--- src/rtl/pmt_lookup_arbiter_pkg.sv ---
// Shared definitions for the PMT lookup front end.
//   PMT_RD_LAT : fixed SRAM read latency in cycles (depth of the tag pipe)
//   pmt_state_e: lookup-quiesce FSM encoding (RUN / DRAIN / FROZEN)
//   idx_w()    : width of a requester index for a given requester count
package pmt_pkg;

    localparam int PMT_RD_LAT = 2;

    typedef enum logic [1:0] {
        ST_RUN    = 2'd0,
        ST_DRAIN  = 2'd1,
        ST_FROZEN = 2'd2
    } pmt_state_e;

    function automatic int idx_w(input int n);
        return (n > 1) ? $clog2(n) : 1;
    endfunction

endpackage

--- src/rtl/pmt_lookup_arbiter_if.sv ---
// Requester / config bus of the PMT lookup front end.
//   req_valid/req_addr/req_ready : per-requester lookup request, one-hot grant
//   rsp_valid/rsp_data/rsp_hit   : one-hot response strobe, shared data and hit bit
//   cfg_wr_*                     : table write channel
//   cfg_freeze/cfg_freeze_ack    : lookup quiesce handshake
// Handshake: a transfer happens in any cycle where valid and ready are both 1;
// ready never depends on anything but the current valid/address/state, and a
// requester holds valid (and its address) until it sees ready. Responses have
// no ready: the requester must accept rsp_valid in the cycle it appears.
interface pmt_lookup_arbiter_if #(
    parameter int NREQ       = 4,
    parameter int DATA_WIDTH = 32,
    parameter int ADDR_WIDTH = 5
);
    logic [NREQ-1:0]            req_valid;
    logic [NREQ*ADDR_WIDTH-1:0] req_addr;
    logic [NREQ-1:0]            req_ready;
    logic [NREQ-1:0]            rsp_valid;
    logic [DATA_WIDTH-1:0]      rsp_data;
    logic                       rsp_hit;
    logic                       cfg_wr_valid;
    logic [ADDR_WIDTH-1:0]      cfg_wr_addr;
    logic [DATA_WIDTH-1:0]      cfg_wr_data;
    logic                       cfg_wr_ready;
    logic                       cfg_freeze;
    logic                       cfg_freeze_ack;

    modport master (
        output req_valid, req_addr, cfg_wr_valid, cfg_wr_addr, cfg_wr_data, cfg_freeze,
        input  req_ready, rsp_valid, rsp_data, rsp_hit, cfg_wr_ready, cfg_freeze_ack
    );

    modport slave (
        input  req_valid, req_addr, cfg_wr_valid, cfg_wr_addr, cfg_wr_data, cfg_freeze,
        output req_ready, rsp_valid, rsp_data, rsp_hit, cfg_wr_ready, cfg_freeze_ack
    );
endinterface

--- src/rtl/pmt_lookup_arbiter_rr.sv ---
// Round-robin arbiter.
//   clk, rst   : clock, synchronous active-high reset
//   req_i      : eligible requesters
//   advance_i  : move the pointer to this cycle's winner
//   grant_o    : one-hot grant (at most one bit)
//   idx_o      : index of the granted requester
//   any_o      : a grant is issued this cycle
// The search starts one past the last winner; the pointer resets to NREQ-1 so
// requester 0 is first in line after reset.
module pmt_rr_arbiter
    import pmt_pkg::*;
#(
    parameter int NREQ = 4,
    parameter int IW   = idx_w(NREQ)
) (
    input  logic            clk,
    input  logic            rst,
    input  logic [NREQ-1:0] req_i,
    input  logic            advance_i,
    output logic [NREQ-1:0] grant_o,
    output logic [IW-1:0]   idx_o,
    output logic            any_o
);
    logic [IW-1:0] ptr_q, ptr_d;

    // Wrap without ever forming an out-of-range index, so non-power-of-two
    // NREQ works too.
    function automatic logic [IW-1:0] rr_idx(input logic [IW-1:0] p, input int off);
        int s;
        s = int'(p) + off;
        if (s >= NREQ) s = s - NREQ;
        return IW'(s);
    endfunction

    always_comb begin
        grant_o = '0;
        idx_o   = '0;
        any_o   = 1'b0;
        for (int off = 1; off <= NREQ; off++) begin
            if (!any_o && req_i[rr_idx(ptr_q, off)]) begin
                any_o                        = 1'b1;
                idx_o                        = rr_idx(ptr_q, off);
                grant_o[rr_idx(ptr_q, off)]  = 1'b1;
            end
        end
    end

    always_comb begin
        ptr_d = ptr_q;
        if (advance_i && any_o) ptr_d = idx_o;
    end

    always_ff @(posedge clk) begin
        if (rst) ptr_q <= IW'(NREQ - 1);
        else     ptr_q <= ptr_d;
    end
endmodule

--- src/rtl/pmt_lookup_arbiter.sv ---
// PMT SRAM front end: round-robin lookup arbitration onto the SRAM read port,
// config writes onto the write port, in-flight tag tracking through the fixed
// read latency, response demux and a freeze/drain handshake for atomic updates.
//   clk, rst          : clock, synchronous active-high reset
//   bus (slave)       : requester / config bus (see pmt_lookup_arbiter_if)
//   sram_wr_*_o       : SRAM write port, combinational from cfg_wr_*
//   sram_rd_en/addr_o : SRAM read port, combinational from the grant
//   sram_rd_data_i    : SRAM read data, PMT_RD_LAT cycles after sram_rd_en_o
//   sram_rd_valid_i   : entry-programmed bit returned with the data
//   state_dbg_o       : current quiesce FSM state
module pmt_lookup_arbiter
    import pmt_pkg::*;
#(
    parameter int NREQ       = 4,
    parameter int DATA_WIDTH = 32,
    parameter int ADDR_WIDTH = 5
) (
    input  logic                  clk,
    input  logic                  rst,
    pmt_lookup_arbiter_if.slave   bus,
    output logic                  sram_wr_en_o,
    output logic [ADDR_WIDTH-1:0] sram_wr_addr_o,
    output logic [DATA_WIDTH-1:0] sram_wr_data_o,
    output logic                  sram_rd_en_o,
    output logic [ADDR_WIDTH-1:0] sram_rd_addr_o,
    input  logic [DATA_WIDTH-1:0] sram_rd_data_i,
    input  logic                  sram_rd_valid_i,
    output pmt_state_e            state_dbg_o
);
    localparam int IW = idx_w(NREQ);

    typedef struct packed {
        logic          valid;
        logic [IW-1:0] idx;
    } tag_t;

    pmt_state_e      state_q, state_d;
    logic            ack_q, ack_d;
    logic            grant_en;
    logic            drained;
    logic [NREQ-1:0] elig, req_masked, gnt;
    logic [IW-1:0]   gnt_idx;
    logic            gnt_any;
    tag_t            tag_d;
    tag_t            tag_q [PMT_RD_LAT];

    // A requester reading the address being written this cycle sits out, so
    // it is granted later and sees the new data (write-before-read).
    always_comb begin
        elig = '0;
        for (int i = 0; i < NREQ; i++) begin
            elig[i] = bus.req_valid[i] &&
                      !(bus.cfg_wr_valid &&
                        (bus.req_addr[i*ADDR_WIDTH +: ADDR_WIDTH] == bus.cfg_wr_addr));
        end
        req_masked = grant_en ? elig : '0;
    end

    pmt_rr_arbiter #(.NREQ(NREQ), .IW(IW)) u_rr (
        .clk       (clk),
        .rst       (rst),
        .req_i     (req_masked),
        .advance_i (gnt_any),
        .grant_o   (gnt),
        .idx_o     (gnt_idx),
        .any_o     (gnt_any)
    );

    // Drained once no tag remains that would still respond after this cycle;
    // the last stage is delivering its response now.
    always_comb begin
        drained = 1'b1;
        for (int s = 0; s < PMT_RD_LAT - 1; s++) begin
            if (tag_q[s].valid) drained = 1'b0;
        end
    end

    // FSM: state register
    always_ff @(posedge clk) begin
        if (rst) begin
            state_q <= ST_RUN;
            ack_q   <= 1'b0;
        end else begin
            state_q <= state_d;
            ack_q   <= ack_d;
        end
    end

    // FSM: next state
    always_comb begin
        state_d = state_q;
        case (state_q)
            ST_RUN:    if (bus.cfg_freeze) state_d = ST_DRAIN;
            ST_DRAIN:  if (!bus.cfg_freeze) state_d = ST_RUN;
                       else if (drained)    state_d = ST_FROZEN;
            ST_FROZEN: if (!bus.cfg_freeze) state_d = ST_RUN;
            default:   state_d = ST_RUN;
        endcase
    end

    // FSM: outputs. Freeze blocks grants in the very cycle it is raised.
    // The ack is registered on the next state so it rises on FROZEN entry and
    // falls on RUN entry.
    always_comb begin
        grant_en = (state_q == ST_RUN) && !bus.cfg_freeze && !rst;
        ack_d    = (state_d == ST_FROZEN);
    end

    // Tag pipe: one stage per cycle of SRAM read latency.
    always_comb begin
        tag_d.valid = gnt_any;
        tag_d.idx   = gnt_idx;
    end

    always_ff @(posedge clk) begin
        if (rst) begin
            for (int s = 0; s < PMT_RD_LAT; s++) tag_q[s] <= '0;
        end else begin
            tag_q[0] <= tag_d;
            for (int s = 1; s < PMT_RD_LAT; s++) tag_q[s] <= tag_q[s-1];
        end
    end

    // Response demux from the last tag stage; suppressed while in reset.
    always_comb begin
        bus.rsp_valid = '0;
        bus.rsp_data  = '0;
        bus.rsp_hit   = 1'b0;
        if (tag_q[PMT_RD_LAT-1].valid && !rst) begin
            bus.rsp_valid[tag_q[PMT_RD_LAT-1].idx] = 1'b1;
            bus.rsp_data = sram_rd_data_i;
            bus.rsp_hit  = sram_rd_valid_i;
        end
    end

    assign bus.req_ready      = gnt;
    assign bus.cfg_wr_ready   = !rst;
    assign bus.cfg_freeze_ack = ack_q;
    assign sram_wr_en_o       = bus.cfg_wr_valid && !rst;
    assign sram_wr_addr_o     = bus.cfg_wr_addr;
    assign sram_wr_data_o     = bus.cfg_wr_data;
    assign sram_rd_en_o       = gnt_any;
    assign sram_rd_addr_o     = bus.req_addr[int'(gnt_idx)*ADDR_WIDTH +: ADDR_WIDTH];
    assign state_dbg_o        = state_q;
endmodule

--- src/flat_wrapper.sv ---
// flat-port wrapper written by rule: the top's interface ports become plain ports
module pmt_lookup_arbiter_flat import pmt_pkg::*;
#(
    parameter int NREQ       = 4,
    parameter int DATA_WIDTH = 32,
    parameter int ADDR_WIDTH = 5
)
  (clk, rst, sram_wr_en_o, sram_wr_addr_o, sram_wr_data_o, sram_rd_en_o, sram_rd_addr_o, sram_rd_data_i, sram_rd_valid_i, state_dbg_o, bus_req_valid, bus_req_addr, bus_cfg_wr_valid, bus_cfg_wr_addr, bus_cfg_wr_data, bus_cfg_freeze, bus_req_ready, bus_rsp_valid, bus_rsp_data, bus_rsp_hit, bus_cfg_wr_ready, bus_cfg_freeze_ack);
  pmt_lookup_arbiter_if #(.NREQ(NREQ), .DATA_WIDTH(DATA_WIDTH), .ADDR_WIDTH(ADDR_WIDTH)) bus_i ();
  input  logic clk;
  input  logic rst;
  output logic sram_wr_en_o;
  output logic [ADDR_WIDTH-1:0] sram_wr_addr_o;
  output logic [DATA_WIDTH-1:0] sram_wr_data_o;
  output logic sram_rd_en_o;
  output logic [ADDR_WIDTH-1:0] sram_rd_addr_o;
  input  logic [DATA_WIDTH-1:0] sram_rd_data_i;
  input  logic sram_rd_valid_i;
  output pmt_state_e state_dbg_o;
  input wire logic [$bits(bus_i.req_valid)-1:0] bus_req_valid;
  input wire logic [$bits(bus_i.req_addr)-1:0] bus_req_addr;
  input wire logic [$bits(bus_i.cfg_wr_valid)-1:0] bus_cfg_wr_valid;
  input wire logic [$bits(bus_i.cfg_wr_addr)-1:0] bus_cfg_wr_addr;
  input wire logic [$bits(bus_i.cfg_wr_data)-1:0] bus_cfg_wr_data;
  input wire logic [$bits(bus_i.cfg_freeze)-1:0] bus_cfg_freeze;
  output wire logic [$bits(bus_i.req_ready)-1:0] bus_req_ready;
  output wire logic [$bits(bus_i.rsp_valid)-1:0] bus_rsp_valid;
  output wire logic [$bits(bus_i.rsp_data)-1:0] bus_rsp_data;
  output wire logic [$bits(bus_i.rsp_hit)-1:0] bus_rsp_hit;
  output wire logic [$bits(bus_i.cfg_wr_ready)-1:0] bus_cfg_wr_ready;
  output wire logic [$bits(bus_i.cfg_freeze_ack)-1:0] bus_cfg_freeze_ack;
  assign bus_i.req_valid = bus_req_valid;
  assign bus_i.req_addr = bus_req_addr;
  assign bus_i.cfg_wr_valid = bus_cfg_wr_valid;
  assign bus_i.cfg_wr_addr = bus_cfg_wr_addr;
  assign bus_i.cfg_wr_data = bus_cfg_wr_data;
  assign bus_i.cfg_freeze = bus_cfg_freeze;
  assign bus_req_ready = bus_i.req_ready;
  assign bus_rsp_valid = bus_i.rsp_valid;
  assign bus_rsp_data = bus_i.rsp_data;
  assign bus_rsp_hit = bus_i.rsp_hit;
  assign bus_cfg_wr_ready = bus_i.cfg_wr_ready;
  assign bus_cfg_freeze_ack = bus_i.cfg_freeze_ack;
  pmt_lookup_arbiter #(.NREQ(NREQ), .DATA_WIDTH(DATA_WIDTH), .ADDR_WIDTH(ADDR_WIDTH)) u_core (.clk(clk), .rst(rst), .bus(bus_i), .sram_wr_en_o(sram_wr_en_o), .sram_wr_addr_o(sram_wr_addr_o), .sram_wr_data_o(sram_wr_data_o), .sram_rd_en_o(sram_rd_en_o), .sram_rd_addr_o(sram_rd_addr_o), .sram_rd_data_i(sram_rd_data_i), .sram_rd_valid_i(sram_rd_valid_i), .state_dbg_o(state_dbg_o));
endmodule
--- config.mk ---
export PLATFORM = sky130hd
export DESIGN_NAME = pmt_lookup_arbiter_flat
export DESIGN_NICKNAME = d
export VERILOG_FILES = /design/src/rtl/pmt_lookup_arbiter_pkg.sv /design/src/rtl/pmt_lookup_arbiter_if.sv /design/src/rtl/pmt_lookup_arbiter_rr.sv /design/src/rtl/pmt_lookup_arbiter.sv /design/src/flat_wrapper.sv
export SDC_FILE = /design/constraint.sdc
export NUM_CORES = 1
export LEC_CHECK = 0
export BUFFER_PORTS_ARGS = -buffer_cell sky130_fd_sc_hd__buf_2
export CAP_MARGIN = 20
export CORE_AREA = 2 2 72 74
export CTS_CLUSTER_SIZE = 12
export DETAILED_ROUTE_END_ITERATION = 12
export DIE_AREA = 0 0 74 76
export GPL_TIMING_DRIVEN = 0
export HOLD_SLACK_MARGIN = 0.03
export PLACE_DENSITY_LB_ADDON = 0.08
export SETUP_SLACK_MARGIN = 0.1
export SYNTH_ARGS = -nofsm -noshare
export SYNTH_HDL_FRONTEND = slang
export SYNTH_SLANG_ARGS = --single-unit
--- constraint.sdc ---
create_clock -name clk -period 4.14 [get_ports clk]
set_input_delay 0.414 -clock clk [delete_from_list [all_inputs] [get_ports clk]]
set_output_delay 0.414 -clock clk [all_outputs]
set_load 0.005 [all_outputs]
==> results.tsv, run 1 <==
metric	value	unit
outcome	complete, no violations	
combPwrFrac	0.562	
h-tree-depth	1	
die_h	76	um
worst_path_largest_cell_delay	0.66	ns
hold_slack	0.4358	ns
end_kind	output port	
fin_cells	452	
synth_nets	335	
setup_viol	0	
required	3.73	ns
crit_chain	nor4_1 > nand2_1 > o22ai_4 > mux2_4 > o22ai_4 > mux4_2 > buf_2	
use_met2	0.3554	
place_area	2735	um2
post_cts_resized	0	
yosysUniqueCellTypes	48	
die_w	74	um
fin_total_pwr	0.5256	mW
crit_type	flop to output port	
syn_to_final_growth	46.25	%
antenna_found_initial	0	
coreArea	4912	um2
seq_area_frac_synth	0.1158	
worst_pin_slew	0.8587	ns
cts_setup_buffers	0	
nets	489	
crit_top_cell	o22ai_4	
hold_start	u_core.tag_q[0][1]	
hpwl	4999	um
pre_cts_ws	0.5684	ns
p_clk_frac	0.197	
pwr-share-seq	0.241	
r2r_start	u_core.state_dbg_o[0]	
ant_nets	0	
period_share	0.8744	
rsz0062_at_grt	false	
hold_buffers	0	
fill_cells	469	
max_clock_freq	276.2	MHz
p_sw_frac	0.3454	
via_per_inst	4.584	
p_int	0.3441	mW
finalMaxSlewViolations	0	
clk_pin_slew	0.05	ns
fin_skew	0.001845	ns
clockBufferDepth	2	
crit_start	u_core.state_dbg_o[0]	
routed_wl	5803	um
syn_avg_cell_area	8.305	um2
io_buffers	149	
io_pins	187	
grt_overflow	0	
cts_sinks	11	
critPathLaunchType	flop	
wl_per_cell	12.84	um
leakagePower	1.502	nW
stdcell_area	2781	um2
dp_cells	448	
grtUsageTotal	0.1968	
use_met1	0.2235	
grt_pass1_vias	1936	
grt_max_degree	11	
gp_congestion	0.8393	
crit_buf_inv	1	
fin_util	0.5662	
fin_setup_tns	0	ns
cts-buffers-inserted	3	
dieArea	5624	um2
drv_cap	0	
vias	2072	
cp_max_fo	8	
synthesis.instances	229	
grt_util_met3	0.05556	
drtPass1Iterations	5	
grt_pass1_wl	8907	um
yosys_warnings	0	
hold_viol	0	
layout_setup_ws	0.5201	ns
ys_ff_latch	11	
vdd_drop_max	0.09614	mV
cts_tree	built	
p_sw	0.1816	mW
insertedDiodeCount	0	
fin_crit	3.620	ns
cp_data_arrival_time	3.21	ns
insertion_delay	0.23	ns
rows	26	
powerDensity	189.0	nW/um2
drtIter0Drc	63	
cp_top_family	simple AND/OR/NAND/NOR gates	
layout-drive-gt1-share	0.5759	
synth_area	1902	um2
initial_core_util	0.3872	
slowest_stage	nor4_1	
cts_root_buf	clkbuf_8	
hp-class	flop to flop	
top_usage_layer	met2	
maxSlewHeadroom	0.4228	
drcViolationCount	0	
## cells in the mapped netlist, drive strengths merged
| library cell | count | area share |
|---|---|---|
| a211oi | 1 | 0.0039 |
| a21boi | 1 | 0.0039 |
| a21o | 1 | 0.0039 |
| a21oi | 5 | 0.013 |
| a221o | 4 | 0.024 |
| a221oi | 1 | 0.0046 |
| a22o | 4 | 0.018 |
| a22oi | 4 | 0.016 |
| a32oi | 1 | 0.0046 |
| and2 | 34 | 0.11 |
| and3 | 1 | 0.0033 |
| and3b | 1 | 0.0046 |
| buf | 46 | 0.20 |
| clkbuf | 4 | 0.0079 |
| dfxtp | 11 | 0.12 |
| ha | 8 | 0.053 |
| inv | 5 | 0.0099 |
| mux2 | 5 | 0.038 |
| mux2i | 6 | 0.032 |
| mux4 | 2 | 0.026 |
| nand2 | 18 | 0.036 |
| nand3 | 4 | 0.011 |
| nand4 | 4 | 0.013 |
| nor2 | 8 | 0.016 |
| nor2b | 5 | 0.016 |
| nor3 | 1 | 0.0026 |
| nor3b | 1 | 0.0039 |
| nor4 | 3 | 0.021 |
| nor4b | 1 | 0.0046 |
| o21ai | 9 | 0.030 |
| o221ai | 4 | 0.018 |
| o22a | 1 | 0.0053 |
| o22ai | 2 | 0.021 |
| o2bb2ai | 1 | 0.0079 |
| or4 | 1 | 0.0039 |
| xnor2 | 21 | 0.097 |
## worst reg2reg max path: cells and delay by family (launching register included)
family	cells	cell delay, ns
and+or+nand+nor	2	0.92
AOI/OAI and AO/OA	2	0.66
muxes	1	0.36
DFF	1	0.33
buffers and inverters	2	0.22
## layer usage
metal | share of wire | wire (um)
met2 | 0.49 | 2848
met5 | 0 | 0
met4 | 0.0098 | 57
met3 | 0.10 | 608
met1 | 0.39 | 2289
## kinds of logic after synthesis
group           count (synthesis)  share of synthesized area
fa+ha+maj                       8                    0.05263
simple gates                   82                     0.2487
buf+inv                        55                     0.2171
compound gates                 39                     0.1743
flops                          11                     0.1158
xor+xnor                       21                    0.09671
mux                            13                    0.09474
## layout make-up
type                            count  area, um2  area share
Timing Repair Buffer              149      745.7      0.2681
Buffer                             50      394.1      0.1417
Sequential cell                    11      220.2     0.07917
Tap cell                           70      87.58     0.03149
Multi-Input combinational cell    163       1269      0.4561
Inverter                            5      18.77    0.006748
Clock inverter                      1      5.005    0.001799
Clock buffer                        3      41.29     0.01484
## cell usage in the layout, fill, tap and decap left out, types with 3 or more instances in the layout
cell / n
o221ai_1: 4
nand3_1: 4
a22oi_1: 4
mux2i_1: 6
buf_6: 5
a22o_1: 4
nand4_1: 4
ha_1: 8
mux2_4: 4
and2_1: 33
dfxtp_1: 11
nor2b_1: 5
xnor2_1: 21
buf_4: 37
nor2_1: 8
a21oi_1: 5
clkbuf_8: 3
a221o_2: 4
o21ai_2: 3
buf_2: 151
nand2_1: 18
inv_1: 4
o21ai_0: 4
clkbuf_1: 4
## path summary, 6_finish.rpt
kind	end	slack (ns)	depth (start not counted)
hold / removal	u_core.tag_q[0][4]	0.44	1
setup reg to reg	u_core.tag_q[0][0]	1.54	7
hold reg to reg	u_core.tag_q[0][4]	0.44	1
setup / recovery	sram_rd_addr_o[4]	0.52	7
## power by group through the flow
stage | Combinational, mW | Clock (mW) | Sequential, mW
global placement | 0.295 | 0 | 0.129
finish | 0.295 | 0.104 | 0.127
floorplan | 0.192 | 0 | 0.126
detailed placement | 0.297 | 0 | 0.129
global route | 0.326 | 0.113 | 0.129
CTS | 0.298 | 0.108 | 0.127
## registers in the layout, summed over array words and instances, names as in the netlist
signal                     flops
u_core.tag_q                   6
u_core.u_rr.ptr_q              2
u_core.state_dbg_o             2
u_core.bus.cfg_freeze_ack      1
(Power assumes the default switching activity.)
==> inputs of run 2 (changes only) <==
Settings changed: CORE_AREA 2 2 72 74 to 2 2 69 78, DIE_AREA 0 0 74 76 to 0 0 71 80.
==> results.tsv, run 2 (synthesis gave the netlist of run 1 again) <==
metric	value	unit	change
outcome	complete, no violations		
via_per_inst	4.800		+4.7%
rows	27		+3.8%
h-tree-depth	1		unchanged
crit_start	u_core.state_dbg_o[0]		
finalMaxSlewViolations	0		unchanged
max_clock_freq	283.1	MHz	+2.5%
hold_buffers	0		unchanged
cts_root_buf	clkbuf_8		
io_pins	187		unchanged
syn_to_final_growth	45.46	%	
hold_viol	0		unchanged
end_kind	output port		
period_share	0.8533		-0.02108
nets	489		unchanged
drtIter0Drc	55		-13%
fin_crit	3.533	ns	-0.08727 ns
powerDensity	189.3	nW/um2	+0.18%
largest_reg_flops	6		unchanged
drv_cap	0		unchanged
cts_sinks	11		unchanged
vias	2112		+1.9%
min_path_cells	1		unchanged
hp-class	flop to flop		
most-common-layout-cells	buf_2, buf_4, and2_1, xnor2_1, nand2_1		
crit_type	flop to output port		
antenna_found_initial	0		unchanged
vdd_drop_max	0.09764	mV	+1.6%
fin_skew	0.0006250	ns	-0.001220 ns
insertedDiodeCount	0		unchanged
die_w	71	um	-4.1%
grtUsageTotal	0.1809		-0.01590
insertion_delay	0.23	ns	about the same
gp_congestion	0.8714		+3.8%
drtPass1Iterations	4		-1
crit_chain	nor4_1 > nand2_1 > o22ai_4 > mux2_4 > o22ai_4 > mux4_2 > buf_2		
io_buffers	149		unchanged
drcViolationCount	0		unchanged
clockBufferDepth	2		unchanged
grt_overflow	0		unchanged
coreArea	4898	um2	-0.28%
crit_top_cell	o22ai_4		
clk_pin_slew	0.05	ns	about the same
cts_tree	built		
grt_max_degree	11		unchanged
r2r_cells	7		unchanged
hpwl	4813	um	-3.7%
critPathLaunchType	flop		
rsz0062_at_grt	false		
grt_pass1_wl	8452	um	-5.1%
required	3.73	ns	about the same
ant_nets	0		unchanged
leakagePower	1.502	nW	unchanged
worst_path_largest_cell_delay	0.58	ns	-0.08 ns
cts_setup_buffers	0		unchanged
fin_setup_tns	0	ns	unchanged
cts-buffers-inserted	3		unchanged
layout-drive-gt1-share	0.5759		unchanged
die_h	80	um	+5.3%
grt_pass1_vias	1903		-1.7%
post_cts_resized	0		unchanged
largest_register	u_core.tag_q		
routed_wl	5476	um	-5.6%
cp_max_fo	8		unchanged
final_common_cell	buf_2		
wl_per_cell	12.45	um	-3.1%
r2r_start	u_core.state_dbg_o[0]		
dieArea	5680	um2	+1.0%
setup_viol	0		unchanged
fin_total_pwr	0.5237	mW	-0.36%
slowest_stage	nor4_1		
cp_data_arrival_time	3.12	ns	-0.09 ns
initial_core_util	0.3883		+0.001088
maxSlewHeadroom	0.4838		+0.06103
worst_pin_slew	0.7679	ns	-0.09079 ns
hold_start	u_core.tag_q[0][1]		
## run 2: cell type report
type                            count  area [um2]
Multi-Input combinational cell    163        1269
Timing Repair Buffer              149       745.7
Tap cell                           58       72.57
Clock inverter                      1       5.005
Fill cell                         472        2132
Sequential cell                    11       220.2
Clock buffer                        3       41.29
Buffer                             50       394.1
Inverter                            5       18.77
## run 2: worst max-delay path: cells and delay by family (launching register included)
| kind | cells | cell delay (ns) |
|---|---|---|
| buffers and inverters | 1 | 0.14 |
| AND/OR/NAND/NOR | 2 | 0.84 |
| AO/OA/AOI/OAI | 2 | 0.66 |
| multiplexers | 2 | 0.90 |
| flip-flops | 1 | 0.33 |
## run 2: stage by stage
stage,cell area [um2],worst slack (ns),util,hold WS (ns),instances
detailed placement,2720,0.6216,0.5553,0.4247,436
global route,2766,0.4252,0.5648,0.4629,440
global placement,2720,0.6459,0.5553,0.4198,436
CTS,2766,0.5659,0.5648,0.4365,440
finish,2766,0.6073,0.5648,0.4353,440
floorplan,1902,1.169,-,0.4138,229
## run 2: worst paths after layout
| kind | slack, ns | to |
|---|---|---|
| worst max-delay path | 0.61 | sram_rd_addr_o[4] |
| worst min-delay path | 0.44 | u_core.tag_q[0][4] |
| worst max register to register | 1.63 | u_core.tag_q[0][0] |
| worst min register to register | 0.44 | u_core.tag_q[0][4] |
## run 2: report_power, final
part           internal (mW)  total (mW)  switching (mW)
clock network         0.0658       0.103          0.0376
registers              0.117       0.127         0.00992
logic                  0.161       0.294           0.132
## run 2: metal layers
layer / share of wire / routed length, um / track usage
met1: 0.38 / 2096 / 0.2086
met2: 0.50 / 2733 / 0.3290
met3: 0.10 / 546 / 0.04040
met4: 0.018 / 99 / 0.05660
met5: 0 / 0 / 0
==> inputs of run 3 (changes only) <==
Settings changed: CORE_AREA 2 2 69 78 to 2 2 70 79, DIE_AREA 0 0 71 80 to 0 0 72 81.
==> results.tsv, run 3 (synthesis gave the netlist of run 1 again) <==
metric	value	unit	change
outcome	complete, no violations		
stdcell_area	2768	um2	about the same
max_clock_freq	277.8	MHz	-1.9%
grt_overflow	0		unchanged
cp_data_arrival_time	3.19	ns	+0.07 ns
p_sw	0.1796	mW	-0.11%
cts_root_buf	clkbuf_8		
rsz0062_at_grt	false		
fin_cells	442		+0.45%
cp_max_fo	8		unchanged
grt_pass1_vias	1845		-3.0%
drtPass1Iterations	4		unchanged
crit_start	u_core.state_dbg_o[0]		
clockBufferDepth	2		unchanged
finalMaxSlewViolations	0		unchanged
io_pins	187		unchanged
hold_end	u_core.tag_q[0][3]		
p_sw_frac	0.3420		-0.001258
grtUsageTotal	0.1745		-0.006449
worst_r2r_endpoint	u_core.tag_q[0][0]		
drv_cap	0		unchanged
hpwl	4807	um	-0.12%
insertedDiodeCount	0		unchanged
fin_skew	0.004066	ns	+0.003441 ns
ant_nets	0		unchanged
post_cts_resized	0		unchanged
grt_pass1_wl	8238	um	-2.5%
final_common_cell	buf_2		
vias	2136		+1.1%
fin_crit	3.600	ns	+0.06748 ns
coreArea	5150	um2	+5.1%
setup_viol	0		unchanged
vdd_drop_max	0.1229	mV	+26%
combPwrFrac	0.563		+0.002
dp_cells	438		+0.46%
p_int	0.3455	mW	+0.45%
crit_top_cell	o22ai_4		
grt_max_degree	11		unchanged
routed_wl	5568	um	+1.7%
drcViolationCount	0		unchanged
pwr-share-seq	0.240		-0.002
hold_slack	0.4313	ns	-0.003974 ns
die_h	81	um	+1.3%
cts_sinks	11		unchanged
gp_congestion	0.8286		-4.9%
hp-class	flop to flop		
most-common-layout-cells	buf_2, buf_4, and2_1, xnor2_1, nand2_1		
clk_pin_slew	0.05	ns	about the same
min_path_cells	1		unchanged
worst_pin_slew	0.8460	ns	+0.07814 ns
slowest_stage	nor4_1		
end_kind	output port		
rows	28		+3.7%
hold_viol	0		unchanged
die_w	72	um	+1.4%
cts_setup_buffers	0		unchanged
io_buffers	149		unchanged
r2r_setup_slack	1.57	ns	-0.06 ns
crit_type	flop to output port		
fill_cells	516		+9.3%
maxSlewHeadroom	0.4313		-0.05252
largest_register	u_core.tag_q		
powerDensity	189.7	nW/um2	+0.21%
initial_core_util	0.3693		-0.01896
hold_start	u_core.tag_q[0][0]		
cts_tree	built		
largest_reg_flops	6		unchanged
required	3.73	ns	about the same
p_clk_frac	0.197		about the same
dieArea	5832	um2	+2.7%
layout-drive-gt1-share	0.5733		-0.002618
via_per_inst	4.833		+0.68%
hold_buffers	0		unchanged
worst_path_largest_cell_delay	0.64	ns	+0.06 ns
place_area	2723	um2	about the same
drtIter0Drc	59		+7.3%
cts-buffers-inserted	3		unchanged
fin_setup_tns	0	ns	unchanged
h-tree-depth	1		unchanged
nets	489		unchanged
r2r_cells	7		unchanged
leakagePower	1.499	nW	-0.18%
period_share	0.8696		+0.01630
r2r_start	u_core.state_dbg_o[0]		
insertion_delay	0.23	ns	about the same
crit_chain	nor4_1 > nand2_1 > o22ai_4 > mux2_4 > o22ai_4 > mux4_2 > buf_2		
syn_to_final_growth	45.53	%	about the same
critPathLaunchType	flop		
antenna_found_initial	0		unchanged
fin_total_pwr	0.5251	mW	+0.26%
wl_per_cell	12.60	um	+1.2%
## run 3: critical path: cells and delay by family, from the launching register on
family	cells	cell delay, ns
buffers and inverters	1	0.14
muxes	2	0.91
and+or+nand+nor	2	0.90
DFF	1	0.33
AOI/OAI and AO/OA	2	0.65
## run 3: worst max path at each step
stage	to	slack, ns	cells past startpoint
finish	sram_rd_addr_o[4]	0.54	7
global route	sram_rd_addr_o[3]	0.35	9
CTS	sram_rd_addr_o[4]	0.50	7
detailed placement	sram_rd_addr_o[4]	0.55	8
global placement	sram_rd_addr_o[4]	0.53	8
floorplan	sram_rd_addr_o[4]	1.17	9
## run 3: power groups by stage
stage,registers (mW),clock network [mW],logic (mW)
after global routing,0.128,0.114,0.326
after floorplan,0.126,0,0.192
after global placement,0.128,0,0.296
after detailed placement,0.128,0,0.297
final,0.126,0.103,0.296
after CTS,0.126,0.107,0.298
## run 3: metrics by stage
| step | util | setup WS [ns] |
|---|---|---|
| 5_1_grt | 0.5374 | 0.3516 |
| 3_5_place_dp | 0.5287 | 0.5458 |
| 3_3_place_gp | 0.5287 | 0.5260 |
| 4_1_cts | 0.5374 | 0.4993 |
| 6_report | 0.5374 | 0.5399 |
| 2_1_floorplan | - | 1.169 |
## run 3: final cells by class
cell class / count / area, um2 / share of cell area
buffer: 50 / 394.1 / 0.1424
timing repair buffer: 149 / 745.7 / 0.2694
multi-input combinational: 163 / 1269 / 0.4584
tap: 60 / 75.07 / 0.02712
sequential: 11 / 220.2 / 0.07957
inverter: 5 / 18.77 / 0.006781
clock buffer: 4 / 45.04 / 0.01627
## run 3: routing by layer
| layer | GRT usage | vias up | routed length (um) |
|---|---|---|---|
| met3 | 0.03226 | 6 | 411 |
| met2 | 0.3204 | 109 | 2749 |
| met4 | 0.03208 | 0 | 62 |
| met5 | 0 | - | 0 |
| met1 | 0.2126 | 958 | 2345 |
| li1 | - | 1063 | - |
